[src/rtl/iob_fp_div_pkg.sv]
// Shared constants and FSM encoding for the iterative single-precision divider.
// The widths and constants describe the default IEEE-754 binary32 format.
package iob_fp_div_pkg;

  localparam int unsigned FP_DATA_W = 32;
  localparam int unsigned FP_EXP_W  = 8;
  localparam int unsigned MAN_W     = FP_DATA_W - FP_EXP_W - 1;
  localparam int unsigned DIV_ITERS = MAN_W + 3;
  localparam int unsigned CNT_W     = 5;
  localparam int unsigned BIAS      = 127;
  localparam int unsigned EXP_MAX   = 255;
  localparam logic [31:0] QNAN      = 32'h7FC0_0000;

  typedef enum logic [2:0] {
    StIdle,
    StUnpack,
    StDiv,
    StNorm,
    StRound
  } div_state_e;

endpackage

[src/rtl/iob_fp_div_if.sv]
// Start/done core handshake shared by the floating-point cores.
interface iob_fp_div_if #(
  parameter int unsigned DATA_W = 32
);
  logic              start_i;
  logic [DATA_W-1:0] op_a_i;
  logic [DATA_W-1:0] op_b_i;
  logic [DATA_W-1:0] res_o;
  logic              done_o;
  logic              overflow_o;
  logic              underflow_o;
  logic              exception_o;

  modport master (
    output start_i, op_a_i, op_b_i,
    input  res_o, done_o, overflow_o, underflow_o, exception_o
  );

  modport slave (
    input  start_i, op_a_i, op_b_i,
    output res_o, done_o, overflow_o, underflow_o, exception_o
  );
endinterface

[src/rtl/iob_fp_classify.sv]
// Combinational operand classifier; takes the magnitude only (sign is not needed).
module iob_fp_classify #(
  parameter int unsigned DATA_W = 32,
  parameter int unsigned EXP_W  = 8
) (
  input  logic [DATA_W-2:0] mag_i,
  output logic              zero_o,
  output logic              inf_o,
  output logic              nan_o,
  output logic              subnormal_o
);
  localparam int unsigned ManW = DATA_W - EXP_W - 1;

  logic [EXP_W-1:0] exp;
  logic [ManW-1:0]  man;
  logic             exp_zero;
  logic             exp_ones;
  logic             man_zero;

  assign exp      = mag_i[DATA_W-2 -: EXP_W];
  assign man      = mag_i[ManW-1:0];
  assign exp_zero = (exp == '0);
  assign exp_ones = (exp == '1);
  assign man_zero = (man == '0);

  assign zero_o      = exp_zero & man_zero;
  assign subnormal_o = exp_zero & ~man_zero;
  assign inf_o       = exp_ones & man_zero;
  assign nan_o       = exp_ones & ~man_zero;
endmodule

[src/rtl/iob_fp_div.sv]
// Fixed-latency restoring IEEE-754 divider with round-to-nearest-even.
// Specials traverse every state so done_o always lands the same number of cycles after start.
module iob_fp_div
  import iob_fp_div_pkg::*;
#(
  parameter int unsigned DATA_W = FP_DATA_W,
  parameter int unsigned EXP_W  = FP_EXP_W
) (
  input logic         clk,
  input logic         rst,
  iob_fp_div_if.slave bus
);
  localparam int unsigned ManW     = DATA_W - EXP_W - 1;
  localparam int unsigned ExpSW    = EXP_W + 2;
  localparam int unsigned DivIters = ManW + 3;
  localparam logic signed [ExpSW-1:0] BiasS   = ExpSW'((1 << (EXP_W - 1)) - 1);
  localparam logic signed [ExpSW-1:0] ExpMaxS = ExpSW'((1 << EXP_W) - 1);
  localparam logic signed [ExpSW-1:0] OneS    = ExpSW'(1);
  localparam logic signed [ExpSW-1:0] ZeroS   = '0;
  localparam logic [CNT_W-1:0]        LastCnt = CNT_W'(DivIters - 1);
  localparam logic [DATA_W-1:0]       QNaN    = {1'b0, {EXP_W{1'b1}}, 1'b1, {(ManW-1){1'b0}}};

  div_state_e state_q, state_d;
  logic load_en, unpack_en, div_en, norm_en, round_en;

  logic [DATA_W-1:0]       op_a_q, op_b_q;
  logic                    sign_q;
  logic signed [ExpSW-1:0] exp_q;
  logic [ManW:0]           mb_q, mant_q;
  logic [ManW+1:0]         rem_q;
  logic [ManW+2:0]         quo_q;
  logic [CNT_W-1:0]        cnt_q;
  logic                    guard_q, round_q, sticky_q;
  logic                    special_q, special_exc_q;
  logic [DATA_W-1:0]       special_res_q;
  logic [DATA_W-1:0]       res_q;
  logic                    done_q, ovf_q, unf_q, exc_q;

  logic a_zero, a_inf, a_nan, a_sub;
  logic b_zero, b_inf, b_nan, b_sub;

  iob_fp_classify #(.DATA_W(DATA_W), .EXP_W(EXP_W)) u_class_a (
    .mag_i       (op_a_q[DATA_W-2:0]),
    .zero_o      (a_zero),
    .inf_o       (a_inf),
    .nan_o       (a_nan),
    .subnormal_o (a_sub)
  );

  iob_fp_classify #(.DATA_W(DATA_W), .EXP_W(EXP_W)) u_class_b (
    .mag_i       (op_b_q[DATA_W-2:0]),
    .zero_o      (b_zero),
    .inf_o       (b_inf),
    .nan_o       (b_nan),
    .subnormal_o (b_sub)
  );

  // FSM state register
  always_ff @(posedge clk or posedge rst) begin
    if (rst) state_q <= StIdle;
    else     state_q <= state_d;
  end

  always_comb begin
    state_d = state_q;
    unique case (state_q)
      StIdle:   if (bus.start_i) state_d = StUnpack;
      StUnpack: state_d = StDiv;
      StDiv:    if (cnt_q == LastCnt) state_d = StNorm;
      StNorm:   state_d = StRound;
      StRound:  state_d = StIdle;
      default:  state_d = StIdle;
    endcase
  end

  always_comb begin
    load_en   = 1'b0;
    unpack_en = 1'b0;
    div_en    = 1'b0;
    norm_en   = 1'b0;
    round_en  = 1'b0;
    unique case (state_q)
      StIdle:   load_en   = bus.start_i;
      StUnpack: unpack_en = 1'b1;
      StDiv:    div_en    = 1'b1;
      StNorm:   norm_en   = 1'b1;
      StRound:  round_en  = 1'b1;
      default:  ;
    endcase
  end

  // Unpack: subnormals count as zero; specials are resolved here and carried to ROUND.
  logic                    sign_u, a_z, b_z;
  logic signed [ExpSW-1:0] exp_u;
  logic                    spec_d, spec_exc_d;
  logic [DATA_W-1:0]       spec_res_d;

  assign sign_u = op_a_q[DATA_W-1] ^ op_b_q[DATA_W-1];
  assign a_z    = a_zero | a_sub;
  assign b_z    = b_zero | b_sub;
  assign exp_u  = $signed({2'b00, op_a_q[DATA_W-2 -: EXP_W]})
                - $signed({2'b00, op_b_q[DATA_W-2 -: EXP_W]}) + BiasS;

  always_comb begin
    spec_d     = 1'b1;
    spec_exc_d = 1'b0;
    spec_res_d = '0;
    if (a_nan || b_nan || (a_z && b_z) || (a_inf && b_inf)) begin
      spec_res_d = QNaN;
      spec_exc_d = 1'b1;
    end else if (a_inf) begin
      spec_res_d = {sign_u, {EXP_W{1'b1}}, {ManW{1'b0}}};
    end else if (b_z) begin
      spec_res_d = {sign_u, {EXP_W{1'b1}}, {ManW{1'b0}}};
      spec_exc_d = 1'b1;
    end else if (a_z || b_inf) begin
      spec_res_d = {sign_u, {(DATA_W-1){1'b0}}};
    end else begin
      spec_d = 1'b0;
    end
  end

  // One restoring step; the remainder stays below the divisor so the shift loses nothing.
  logic [ManW+1:0] mb_ext, rem_sel, rem_shift;
  logic            q_bit;

  assign mb_ext    = {1'b0, mb_q};
  assign q_bit     = (rem_q >= mb_ext);
  assign rem_sel   = q_bit ? (rem_q - mb_ext) : rem_q;
  assign rem_shift = rem_sel << 1;

  logic                    inc, carry;
  logic [ManW+1:0]         mant_sum;
  logic [ManW-1:0]         frac;
  logic signed [ExpSW-1:0] exp_r;
  logic [DATA_W-1:0]       res_d;
  logic                    ovf_d, unf_d, exc_d;

  assign inc      = guard_q & (round_q | sticky_q | mant_q[0]);
  assign mant_sum = {1'b0, mant_q} + {{(ManW+1){1'b0}}, inc};
  assign carry    = mant_sum[ManW+1];
  assign frac     = carry ? mant_sum[ManW:1] : mant_sum[ManW-1:0];
  assign exp_r    = carry ? (exp_q + OneS) : exp_q;

  always_comb begin
    res_d = {sign_q, exp_r[EXP_W-1:0], frac};
    ovf_d = 1'b0;
    unf_d = 1'b0;
    exc_d = 1'b0;
    if (special_q) begin
      res_d = special_res_q;
      exc_d = special_exc_q;
    end else if (exp_r >= ExpMaxS) begin
      res_d = {sign_q, {EXP_W{1'b1}}, {ManW{1'b0}}};
      ovf_d = 1'b1;
    end else if (exp_r <= ZeroS) begin
      res_d = {sign_q, {(DATA_W-1){1'b0}}};
      unf_d = 1'b1;
    end
  end

  always_ff @(posedge clk or posedge rst) begin
    if (rst) begin
      op_a_q        <= '0;
      op_b_q        <= '0;
      sign_q        <= 1'b0;
      exp_q         <= ZeroS;
      mb_q          <= '0;
      mant_q        <= '0;
      rem_q         <= '0;
      quo_q         <= '0;
      cnt_q         <= '0;
      guard_q       <= 1'b0;
      round_q       <= 1'b0;
      sticky_q      <= 1'b0;
      special_q     <= 1'b0;
      special_exc_q <= 1'b0;
      special_res_q <= '0;
      res_q         <= '0;
      done_q        <= 1'b0;
      ovf_q         <= 1'b0;
      unf_q         <= 1'b0;
      exc_q         <= 1'b0;
    end else begin
      if (load_en) begin
        op_a_q <= bus.op_a_i;
        op_b_q <= bus.op_b_i;
      end
      if (unpack_en) begin
        sign_q        <= sign_u;
        exp_q         <= exp_u;
        mb_q          <= {1'b1, op_b_q[ManW-1:0]};
        rem_q         <= {2'b01, op_a_q[ManW-1:0]};
        quo_q         <= '0;
        cnt_q         <= '0;
        special_q     <= spec_d;
        special_exc_q <= spec_exc_d;
        special_res_q <= spec_res_d;
      end
      if (div_en) begin
        rem_q <= rem_shift;
        quo_q <= {quo_q[ManW+1:0], q_bit};
        cnt_q <= cnt_q + CNT_W'(1);
      end
      if (norm_en) begin
        sticky_q <= |rem_q;
        if (quo_q[ManW+2]) begin
          mant_q  <= quo_q[ManW+2:2];
          guard_q <= quo_q[1];
          round_q <= quo_q[0];
        end else begin
          mant_q  <= quo_q[ManW+1:1];
          guard_q <= quo_q[0];
          round_q <= 1'b0;
          exp_q   <= exp_q - OneS;
        end
      end
      if (round_en) begin
        res_q <= res_d;
        ovf_q <= ovf_d;
        unf_q <= unf_d;
        exc_q <= exc_d;
      end
      done_q <= round_en;
    end
  end

  assign bus.res_o       = res_q;
  assign bus.done_o      = done_q;
  assign bus.overflow_o  = ovf_q;
  assign bus.underflow_o = unf_q;
  assign bus.exception_o = exc_q;
endmodule

[src/flat_wrapper.sv]
// flat-port wrapper written by rule: the top's interface ports become plain ports
module iob_fp_div_flat import iob_fp_div_pkg::*;
#(
  parameter int unsigned DATA_W = FP_DATA_W,
  parameter int unsigned EXP_W  = FP_EXP_W
)
  (clk, rst, bus_start_i, bus_op_a_i, bus_op_b_i, bus_res_o, bus_done_o, bus_overflow_o, bus_underflow_o, bus_exception_o);
  iob_fp_div_if #(.DATA_W(DATA_W)) bus_i ();
  input logic clk;
  input logic rst;
  input wire logic [$bits(bus_i.start_i)-1:0] bus_start_i;
  input wire logic [$bits(bus_i.op_a_i)-1:0] bus_op_a_i;
  input wire logic [$bits(bus_i.op_b_i)-1:0] bus_op_b_i;
  output wire logic [$bits(bus_i.res_o)-1:0] bus_res_o;
  output wire logic [$bits(bus_i.done_o)-1:0] bus_done_o;
  output wire logic [$bits(bus_i.overflow_o)-1:0] bus_overflow_o;
  output wire logic [$bits(bus_i.underflow_o)-1:0] bus_underflow_o;
  output wire logic [$bits(bus_i.exception_o)-1:0] bus_exception_o;
  assign bus_i.start_i = bus_start_i;
  assign bus_i.op_a_i = bus_op_a_i;
  assign bus_i.op_b_i = bus_op_b_i;
  assign bus_res_o = bus_i.res_o;
  assign bus_done_o = bus_i.done_o;
  assign bus_overflow_o = bus_i.overflow_o;
  assign bus_underflow_o = bus_i.underflow_o;
  assign bus_exception_o = bus_i.exception_o;
  iob_fp_div #(.DATA_W(DATA_W), .EXP_W(EXP_W)) u_core (.clk(clk), .rst(rst), .bus(bus_i));
endmodule
[config.mk]
export PLATFORM = sky130hd
export DESIGN_NAME = iob_fp_div_flat
export DESIGN_NICKNAME = d
export VERILOG_FILES = /design/src/rtl/iob_fp_div_pkg.sv /design/src/rtl/iob_fp_div_if.sv /design/src/rtl/iob_fp_classify.sv /design/src/rtl/iob_fp_div.sv /design/src/flat_wrapper.sv
export SDC_FILE = /design/constraint.sdc
export NUM_CORES = 1
export LEC_CHECK = 0
export BUFFER_PORTS_ARGS = -buffer_cell sky130_fd_sc_hd__buf_2
export CORE_ASPECT_RATIO = 1.1
export CORE_MARGIN = 2
export CORE_UTILIZATION = 60
export CTS_CLUSTER_DIAMETER = 50
export CTS_CLUSTER_SIZE = 8
export DETAILED_ROUTE_END_ITERATION = 12
export PLACE_DENSITY = 0.8
export SETUP_SLACK_MARGIN = 0.2
export SLEW_MARGIN = 40
export SYNTH_ARGS = -nofsm -noshare
export SYNTH_HDL_FRONTEND = slang
export SYNTH_SLANG_ARGS = --single-unit
[constraint.sdc]
create_clock -name clk -period 23.7 [get_ports clk]
set_input_delay 4.74 -clock clk [delete_from_list [all_inputs] [get_ports clk]]
set_output_delay 4.74 -clock clk [all_outputs]
set_load 0.05 [all_outputs]
* After elaboration in Yosys (flattened, before gate mapping)
Index checks and enable logic that the tools add are counted.
** Word-level totals
- Input bits :: 67
- Output and inout port bits :: 36
- Register bits after elaboration :: 255
- Logic and storage cells :: 113
** Cells by class
- Add/subtract/negate cells :: 7
- Bitwise logic cells :: 16
- Muxes and demuxes :: 43
- Equality and inequality tests :: 9
- Magnitude comparators :: 3
- Reduce and logical (&&, ||, !) cells :: 14
** Operator list (number)
- 32-bit 2-to-1 mux :: 5
- 31-bit 2-to-1 mux :: 2
- 26-bit 2-to-1 mux :: 2
- 25-bit 2-to-1 mux :: 2
- 24-bit 2-to-1 mux :: 2
- 23-bit logical NOT :: 2
- 10-bit 2-to-1 mux :: 4
- 24-bit by 1-bit adder with 25-bit output :: 1
- 25-bit by 24-bit >= comparator with 1-bit output :: 1
- 25-bit OR reduction :: 1
- 24-bit subtractor :: 1
- 23-bit 2-to-1 mux :: 1
- 1-bit 2-to-1 mux :: 20
- 8-bit equality test (second input constant) :: 2
- 8-bit logical NOT :: 2
- 3-bit case mux with 4 select lines :: 1
- 10-bit by 2-bit adder with 10-bit output (second input constant) :: 1
- 10-bit by 8-bit adder with 10-bit output (second input constant) :: 1
- 10-bit by 9-bit >= comparator with 1-bit output (second input constant) :: 1
- 10-bit by 1-bit <= comparator with 1-bit output (second input constant) :: 1
- 5-bit 2-to-1 mux :: 2
- 10-bit by 2-bit subtractor with 10-bit output (second input constant) :: 1
- 1-bit bitwise AND :: 9
- 8-bit by 8-bit subtractor with 9-bit output :: 1
- 16 further kinds :: 26

* Longest topological paths before layout
Gate-level depths: netlist (run 1).
- Depth in word-level cells :: 9
- Depth in mapped cells :: 11

* Hierarchy
From an unflattened synthesis (run 1), not the netlist that was laid out.
** Unflattened totals
- Cells, all modules :: 1208
- Area, all modules :: 11915.2 sq um
** By module, submodules not included
- iob_fp_div :: area each 11644.9 sq um, instances 1, sequential area each 5655.4 sq um, cells each 1168
- iob_fp_classify :: area each 135.1 sq um, instances 2, sequential area each 0.0 sq um, cells each 20

* Worst setup path after synthesis (run 1)
OpenSTA, ideal clock, no wires.
- Kind :: input to register
- Start point :: input port bus_start_i
- End point :: register u_core.op_a_q[10]
- Buffers on the path :: 1
- Stages on the path :: 4
- Arrival time :: 6060 ps
- Setup slack :: 17515 ps
- Setup time :: 125 ps
- Cells stage by stage :: nand2b_1 > nor3_1 > clkbuf_1 > mux2_2
** On the way
- Longest elaborated chain between the ends :: 1
** Ends and longest elaborated chain
- from (decl) :: RTL line flat_wrapper.sv:11 : input wire logic [$bits(bus_i.start_i)-1:0] bus_start_i;
- 1-bit 2-to-1 mux :: RTL line iob_fp_div.sv:82 : unique case (state_q)
- to (signal assigned) :: RTL line iob_fp_div.sv:186 : op_a_q <= bus.op_a_i;
- to (decl) :: RTL line iob_fp_div.sv:26 : logic [DATA_W-1:0] op_a_q, op_b_q;
No other way between the ends.
A chain may end at the register's enable or synchronous reset.

* Worst setup path after layout (run 1)
- Start point :: register u_core.res_q[2] (netlist: u_core.bus.res_o[2])
- End point :: output port bus_res_o[2]
** RTL lines
- from (decl) :: RTL line iob_fp_div.sv:36 : logic [DATA_W-1:0] res_q;
- from (signal assigned) :: RTL line iob_fp_div.sv:219 : res_q <= res_d;
- to (decl) :: RTL line flat_wrapper.sv:14 : output wire logic [$bits(bus_i.res_o)-1:0] bus_res_o;
No word-level cell between the ends.

==> metrics.md, run 1 <==
| Metric | Value |
|---|---|
| Setup bufs post-CTS | `0` |
| Syn Inst Count | `~1300` |
| Clock slew at reported path FFs | `~0.05 ns` |
| Post-DR vias/cell | `roughly 6.3` |
| FP Rows | `55` |
| CTS Sinks | `about 230` |
| Crit path buf inv count | `1` |
| Max incr delay on CP | `between 0.3 and 0.4 ns` |
| Crit path DAT | `between 1 and 1.5 ns` |
| Tightest Hold Check Type | `flip-flop to flip-flop` |
| Crit-path leading delay family | `flip-flops` |
| Worst-path fanout max | `2` |
| Sequential-to-total area share from yosys stat | `0.458` |
| Register bit count reported by yosys | `approximately 230` |
| Top cells by area, synth | `dfrtp_1 (46%), mux2_2 (5.3%), nand2_1 (5.0%), o21ai_0 (4.1%), ha_1 (4.0%)` |
| RSZ-0062 raised after global routing | `false` |
| Seq. cell area | `5660 µm²` |
| PwrDens | `~150 nW/µm²` |
| Fillers | `~1500` |
| Final setup skew | `about 0.02 ns` |
| GRT Util Overall | `0.266` |
| Cts repair resizes | `0` |
| Post-route setup TNS | `0 ns` |
| Die area | `around 22000 µm²` |
| Clock buffer depth | `3` |
| Total power | `2.16 mW` |
| Number of global-route vias before repair | `around 9600` |
| Total number of vias | `roughly 10000` |
| Achievable Freq | `170 MHz` |
| Placed Area | `13000 µm²` |
| I/O pin count | `around 100` |
| Hold-fix buffers at CTS | `0` |
| Die width | `approximately 140 µm` |
| Routed len/inst | `between 15 and 20 µm` |
| Number of enable flip-flop cells after synthesis | `0` |
| Fin. Hold Viols | `0` |
| Largest net degree at the start of global routing | `between 100 and 150` |
| Final period util | `0.248` |
| I/O Buffers | `around 100` |
| Slew @ Worst Pin | `0.851 ns` |
| Area of the multi-input gates | `roughly 6200 µm²` |
| Max rail drop VDD | `between 0.0001 and 0.00015 V` |
| Mapped Area | `12400 µm²` |
| Fin nets | `between 1000 and 1500` |
| DP HPWL | `19800 µm` |
| Worst path cell trace | `buf_2` |
| LEAKAGE | `between 6 and 7 nW` |
| WL final | `slightly below 30000 µm` |
| Syn_area_per_cell | `about 9.6 µm²` |
| Initial Utilization | `0.606` |
| Run status | `completed` |
| Hold slack | `around 0.47 ns` |
| Tmin final | `just under 6 ns` |
| Setup-failing EPs final | `0` |
| Area growth syn-to-layout | `13.1%` |
| Synth async-reset ratio | `1.00` |
| CP Class | `flip-flop to primary output` |
| Top cell type's share of synthesized area | `0.458` |
| Worst Setup Start Kind | `flip-flop` |
| Initial antenna violation count | `2` |
| Cts bufs inserted | `35` |
| Max_slew headroom | `0.428` |
| Level count of the clock H-tree | `2` |
| Slew Limit Fails | `0` |
| First-pass GRT wire length | `between 40000 and 50000 µm` |
| GP Congestion | `about 0.93` |
| Die height | `approximately 150 µm` |
| Core area | `between 20000 and 25000 µm²` |
| CTS tree | `yes` |
| Net count after synthesis | `roughly 1400` |
| Utilization after layout | `0.686` |
| Share of post-route cells with drive strength above 1 | `0.172` |
| Yosys cell types | `69` |
| Post-route design area | `14000 µm²` |
| Clk Latency, worst-skew pair | `0.51 ns` |
| Crit end category | `primary output` |
| DR DRC count | `0` |
| Yosys warns | `0` |
| Worst Path Required | `18.96 ns` |
| CTS Root Cell | `clkbuf_16` |
| Antenna-violating nets left | `0` |
| First-iteration detailed-routing DRC count | `between 600 and 700` |
| CP max stage cell | `dfrtp_1` |
| # Max-Cap Violations | `0` |
| Area leader, netlist | `dfrtp_1` |
| First-pass iteration count of the detailed router | `5` |
| Top_reg_cell synth | `dfrtp_1` |
| Overflow after GRT | `0` |
Yosys cell counts, types with 3 or more instances:
cell type,count
a211o_1,4
a22o_1,40
and3_1,13
nor3b_1,4
inv_1,54
o31ai_1,9
nor2_1,63
a211oi_1,12
nand2b_1,6
a32o_1,11
a31oi_1,24
nor3_1,30
a21o_1,10
o211ai_1,6
o21a_1,15
nand3b_1,3
xor2_1,17
clkbuf_1,61
mux2i_1,30
o21bai_1,3
nand4_1,27
dfrtp_1,226
a2111oi_0,5
buf_2,3
o22ai_1,19
a311oi_1,3
o311ai_0,7
o21ai_0,100
buf_1,7
a21oi_1,40
or2_2,6
nor4_1,24
nor2b_1,6
nand3_1,32
or3_1,11
mux2_2,58
and4_1,8
nand2_1,164
and2_1,3
o31a_1,4
xnor2_1,34
or4_1,5
ha_1,39
power breakdown:
group | internal [mW] | switching (mW) | total, mW | leakage, nW
clock | 0.269 | 0.165 | 0.434 | 0.469
sequential | 0.528 | 0.143 | 0.671 | 2.85
combinational | 0.423 | 0.628 | 1.05 | 2.76
cells by family (layout without fill, tap and decap cells):
kind of cell	Yosys count	in the layout	synth area share
compound gates	337	337	0.188
xor+xnor	51	51	0.0362
fa+ha+maj	40	40	0.0411
buf+inv	128	212	0.0404
flops	226	226	0.458
mux	88	88	0.0772
other cells	0	2	0
simple gates	410	410	0.159
cells in the final DEF, fill, tap and decap left out, types with 24 or more instances in the layout:
cell / count
a21oi_1: 40
a22o_1: 40
a31oi_1: 24
buf_2: 102
clkbuf_16: 36
dfrtp_1: 226
ha_1: 39
inv_1: 53
mux2_2: 58
mux2i_1: 30
nand2_1: 163
nand3_1: 32
nand4_1: 27
nor2_1: 63
nor3_1: 29
nor4_1: 24
o21ai_0: 100
xnor2_1: 34
flip-flops by register name (all words and copies together), names as in the netlist, 5 cells and up:
name / count
u_core.quo_q: 26
u_core.op_b_q: 32
u_core.cnt_q: 5
u_core.op_a_q: 32
u_core.bus.res_o: 32
u_core.exp_q: 10
u_core.mant_q: 24
u_core.mb_q: 24
u_core.rem_q: 25
final timing paths:
| kind | endpoint | slack, ns | start | depth (start not counted) |
|---|---|---|---|---|
| min reg2reg | u_core.bus.exception_o | 0.47 | u_core.bus.exception_o | 2 |
| max reg2reg | u_core.rem_q[17] | 19.88 | u_core.rem_q[12] | 9 |
| max in group asynchronous | u_core.bus.res_o[23] | 18.07 | rst | 3 |
| min in group asynchronous | u_core.op_a_q[16] | 4.30 | rst | 2 |
| max | bus_res_o[2] | 17.83 | u_core.bus.res_o[2] | 1 |
| min | u_core.bus.exception_o | 0.47 | u_core.bus.exception_o | 2 |
area by class of cell:
| cell class | count | area share |
|---|---|---|
| repair buffers | 114 | 0.0441 |
| clock buffers | 38 | 0.0650 |
| clock inverters | 5 | 0.00313 |
| flip-flops and latches | 226 | 0.405 |
| well taps | 256 | 0.0229 |
| multi-input cells | 926 | 0.444 |
| inverters | 55 | 0.0153 |
| diodes | 2 | 0.000358 |
metal layers:
layer | up-vias | GRT usage | routed length (µm) | share of wire
met5 | - | 0 | 0 | 0
met2 | 297 | 0.462 | 14600 | 0.50
li1 | 4853 | - | - | -
met3 | 74 | 0.0399 | 1250 | 0.043
met4 | 0 | 0.0852 | 836 | 0.029
met1 | 4974 | 0.343 | 12400 | 0.43
through the flow:
step           setup slack, ns  cells
3_3_place_gp             17.44   1576
3_5_place_dp             17.40   1576
5_1_grt                  17.79   1622
6_report                 17.83   1622
4_1_cts                  17.82   1619
2_1_floorplan            12.77   1280
No activity file was read; power rests on OpenSTA's default activity.
==> inputs of run 2 (changes only) <==
clock period = 6.1 ns   (was 23.7 ns; I/O delays follow)
==> run 2 against run 1 <==
Flip-flop and latch count did not move. Clock-buffer cell count fell by 1. Via count fell by 0.56%. Total power rose to 3.9 times the previous value. Critical path depth rose by 7. Wire length rose by 0.40%. Register-to-register slack got worse by 17 ns. Global-route usage rose by 0.59 points. Worst hold slack improved by 0.012 ns. Critical path type is now flip-flop to flip-flop.
==> metrics.md, run 2 (synthesis gave the netlist of run 1 again) <==
| Metric | Value |
|---|---|
| Cts bufs inserted | `35 (unchanged)` |
| RSZ-0062 raised after global routing | `false (unchanged)` |
| Antenna-violating nets left | `0 (unchanged)` |
| Die height | `154 µm (unchanged)` |
| Slew @ Worst Pin | `0.706 ns (was 0.851 ns)` |
| Hold-fix buffers at CTS | `0 (unchanged)` |
| Clk Latency, worst-skew pair | `0.51 ns (about the same)` |
| Achievable Freq | `295 MHz` |
| Final setup skew | `0.0179 ns (was 0.0198 ns)` |
| Slew Limit Fails | `0 (unchanged)` |
| CTS tree | `yes (unchanged)` |
| Worst reg2reg startpoint | `u_core.exp_q[1] (was u_core.rem_q[12])` |
| Seq. cell area | `5660 µm² (unchanged)` |
| Commonest non-fill, non-tap cells in the layout | `dfrtp_1 (226), nand2_1 (163), buf_2 (102) (unchanged)` |
| Layout Cells excl Fill | `1620 (was 1622)` |
| Fillers | `1554 (was 1542)` |
| Largest net degree at the start of global routing | `76 (was 109)` |
| Clock slew at reported path FFs | `0.05 ns (about the same)` |
| Tightest Hold Check Type | `flip-flop to flip-flop (unchanged)` |
| Clk pwr share | `0.202 (was 0.201)` |
| GP Congestion | `0.970 (was 0.929)` |
| Area of the multi-input gates | `6230 µm² (was 6210 µm²)` |
| Post-route setup TNS | `0 ns (unchanged)` |
| Crit end category | `flip-flop (was primary output)` |
| N_diodes | `0 (was 2)` |
| Routed len/inst | `18.0 µm (was 17.9 µm)` |
| Max_slew headroom | `0.528 (was 0.428)` |
| First-pass iteration count of the detailed router | `6 (was 5)` |
| DR DRC count | `0 (unchanged)` |
| Post-DR vias/cell | `6.26 (was 6.29)` |
| Final period util | `0.555` |
| Setup bufs post-CTS | `0 (unchanged)` |
| Level count of the clock H-tree | `2 (unchanged)` |
| Switching share of power | `0.435 (was 0.434)` |
| Tmin final | `between 3 and 4 ns` |
| Run status | `completed (unchanged)` |
| Overflow after GRT | `0 (unchanged)` |
| Clock buffer depth | `3 (unchanged)` |
| GRT Util Overall | `0.271 (was 0.266)` |
| CP Class | `flip-flop to flip-flop (was flip-flop to primary output)` |
| FF-to-FF setup slack | `2.72 ns (was 19.88 ns)` |
| Placed insts | `1577 (was 1576)` |
| Number of global-route vias before repair | `9904 (was 9606)` |
| Fin. Hold Viols | `0 (unchanged)` |
| LEAKAGE | `6.07 nW (was 6.08 nW)` |
| Gate power share | `0.489 (was 0.487)` |
| Core area | `20400 µm² (unchanged)` |
| Hold Crit Start | `u_core.bus.res_o[13] (was u_core.bus.exception_o)` |
| WL final | `29100 µm (was 29000 µm)` |
| CTS Sinks | `226 (unchanged)` |
| P_int | `4.75 mW (was 1.22 mW)` |
| CP max stage cell | `a211oi_4 (was dfrtp_1)` |
| FP Rows | `55 (unchanged)` |
| Worst path cell trace | `ha_1 > nand4_1 > nor4_1 > nand2_1 > xor2_1 > o31ai_4 > a211oi_4 > a32o_1 (was buf_2)` |
| Reported net switching power | `3.66 mW (was 0.936 mW)` |
| Hold Path Depth | `1 (was 2)` |
| Area growth syn-to-layout | `13.1% (about the same)` |
| Setup-failing EPs final | `0 (unchanged)` |
| Max incr delay on CP | `0.67 ns (was 0.36 ns)` |
| Pre-CTS setup slack | `2.75 ns (was 17.40 ns)` |
| Commonest non-fill, non-tap cell in the layout | `dfrtp_1 (unchanged)` |
| Total number of vias | `10100 (was 10200)` |
| Die width | `141 µm (unchanged)` |
| Fin nets | `1465 (unchanged)` |
| Crit path DAT | `3.82 ns (was 1.13 ns)` |
| Max rail drop VDD | `0.000384 V (was 0.000101 V)` |
| First-iteration detailed-routing DRC count | `759 (was 604)` |
| Worst Path Required | `6.54 ns (was 18.96 ns)` |
| I/O Buffers | `102 (unchanged)` |
| PwrDens | `602 nW/µm² (was 154 nW/µm²)` |
| CTS Root Cell | `clkbuf_16 (unchanged)` |
| Worst Hold End | `u_core.bus.res_o[13] (was u_core.bus.exception_o)` |
| I/O pin count | `103 (unchanged)` |
| First-pass GRT wire length | `48600 µm (was 47500 µm)` |
| Reg2Reg Capture Point | `u_core.bus.res_o[9] (was u_core.rem_q[17])` |
| Share of post-route cells with drive strength above 1 | `0.173 (was 0.172)` |
| Setup ws final | `2.72 ns (was 17.83 ns)` |
| Cts repair resizes | `0 (unchanged)` |
| Sequential Power Share | `0.309 (was 0.311)` |
| Hold slack | `0.484 ns (was 0.472 ns)` |
| # Max-Cap Violations | `0 (unchanged)` |
| Worst-path fanout max | `17 (was 2)` |
| Initial Utilization | `0.606 (unchanged)` |
| Worst Setup Start Kind | `flip-flop (unchanged)` |
| Cells on worst reg2reg path | `8 (was 9)` |
| Die area | `21800 µm² (unchanged)` |
| Initial antenna violation count | `0 (was 2)` |
| DP HPWL | `20300 µm (was 19800 µm)` |
[run 2: cell count changes in the layout (fill, tap and decap cells not counted), moves of 2 or more]
cell | before | now
diode_2 | 2 | 0
clkinvlp_4 | 0 | 2
inv_6 | 1 | 3
buf_6 | 1 | 3
[run 2: worst max path at each step]
stage	from	depth (start not counted)	end	slack [ns]
global placement	u_core.rem_q[12]	9	u_core.rem_q[19]	2.65
finish	u_core.exp_q[1]	8	u_core.bus.res_o[9]	2.72
floorplan	rst	1	u_core.bus.done_o	1.93
detailed placement	u_core.guard_q	9	u_core.bus.res_o[22]	2.75
global route	u_core.rem_q[12]	9	u_core.rem_q[19]	2.52
CTS	u_core.exp_q[1]	8	u_core.bus.res_o[9]	2.74
[run 2: power groups by stage]
stage / clock network (mW) / registers [mW] / logic (mW)
final: 1.70 / 2.60 / 4.11
after global routing: 1.79 / 2.68 / 4.57
after detailed placement: 0 / 2.60 / 4.04
after global placement: 0 / 2.58 / 3.94
after floorplan: 0 / 2.53 / 3.18
after CTS: 1.73 / 2.59 / 4.08
[run 2: area by class of cell]
class / instances / area share
clock buffer: 37 / 0.0632
clock inverter: 6 / 0.00492
inverter: 55 / 0.0150
multi-input combinational: 926 / 0.445
sequential: 226 / 0.405
tap: 256 / 0.0229
timing repair buffer: 114 / 0.0438
[run 2: per-stage QoR]
stage	util	instance area (µm²)	power, mW
2_1_floorplan	-	12400	5.70
3_3_place_gp	0.638	13000	6.53
3_5_place_dp	0.639	13000	6.64
4_1_cts	0.686	14000	8.39
5_1_grt	0.686	14000	9.03
6_report	0.686	14000	8.41
[run 2: critical path, delay by kind of cell (launching register included)]
family          cells  cell delay, ns
compound gates      3            1.13
simple gates        3            0.83
flops               1            0.54
fa+ha+maj           1            0.47
xor+xnor            1            0.34
[run 2: layer usage]
metal  track usage  wire (µm)  share of wire  vias up
met4         0.110        991          0.034        0
met3        0.0399       1440          0.049       77
met5             0          0              0        -
li1              -          -              -     4836
met2         0.463      14600           0.50      318
met1         0.350      12100           0.42     4910
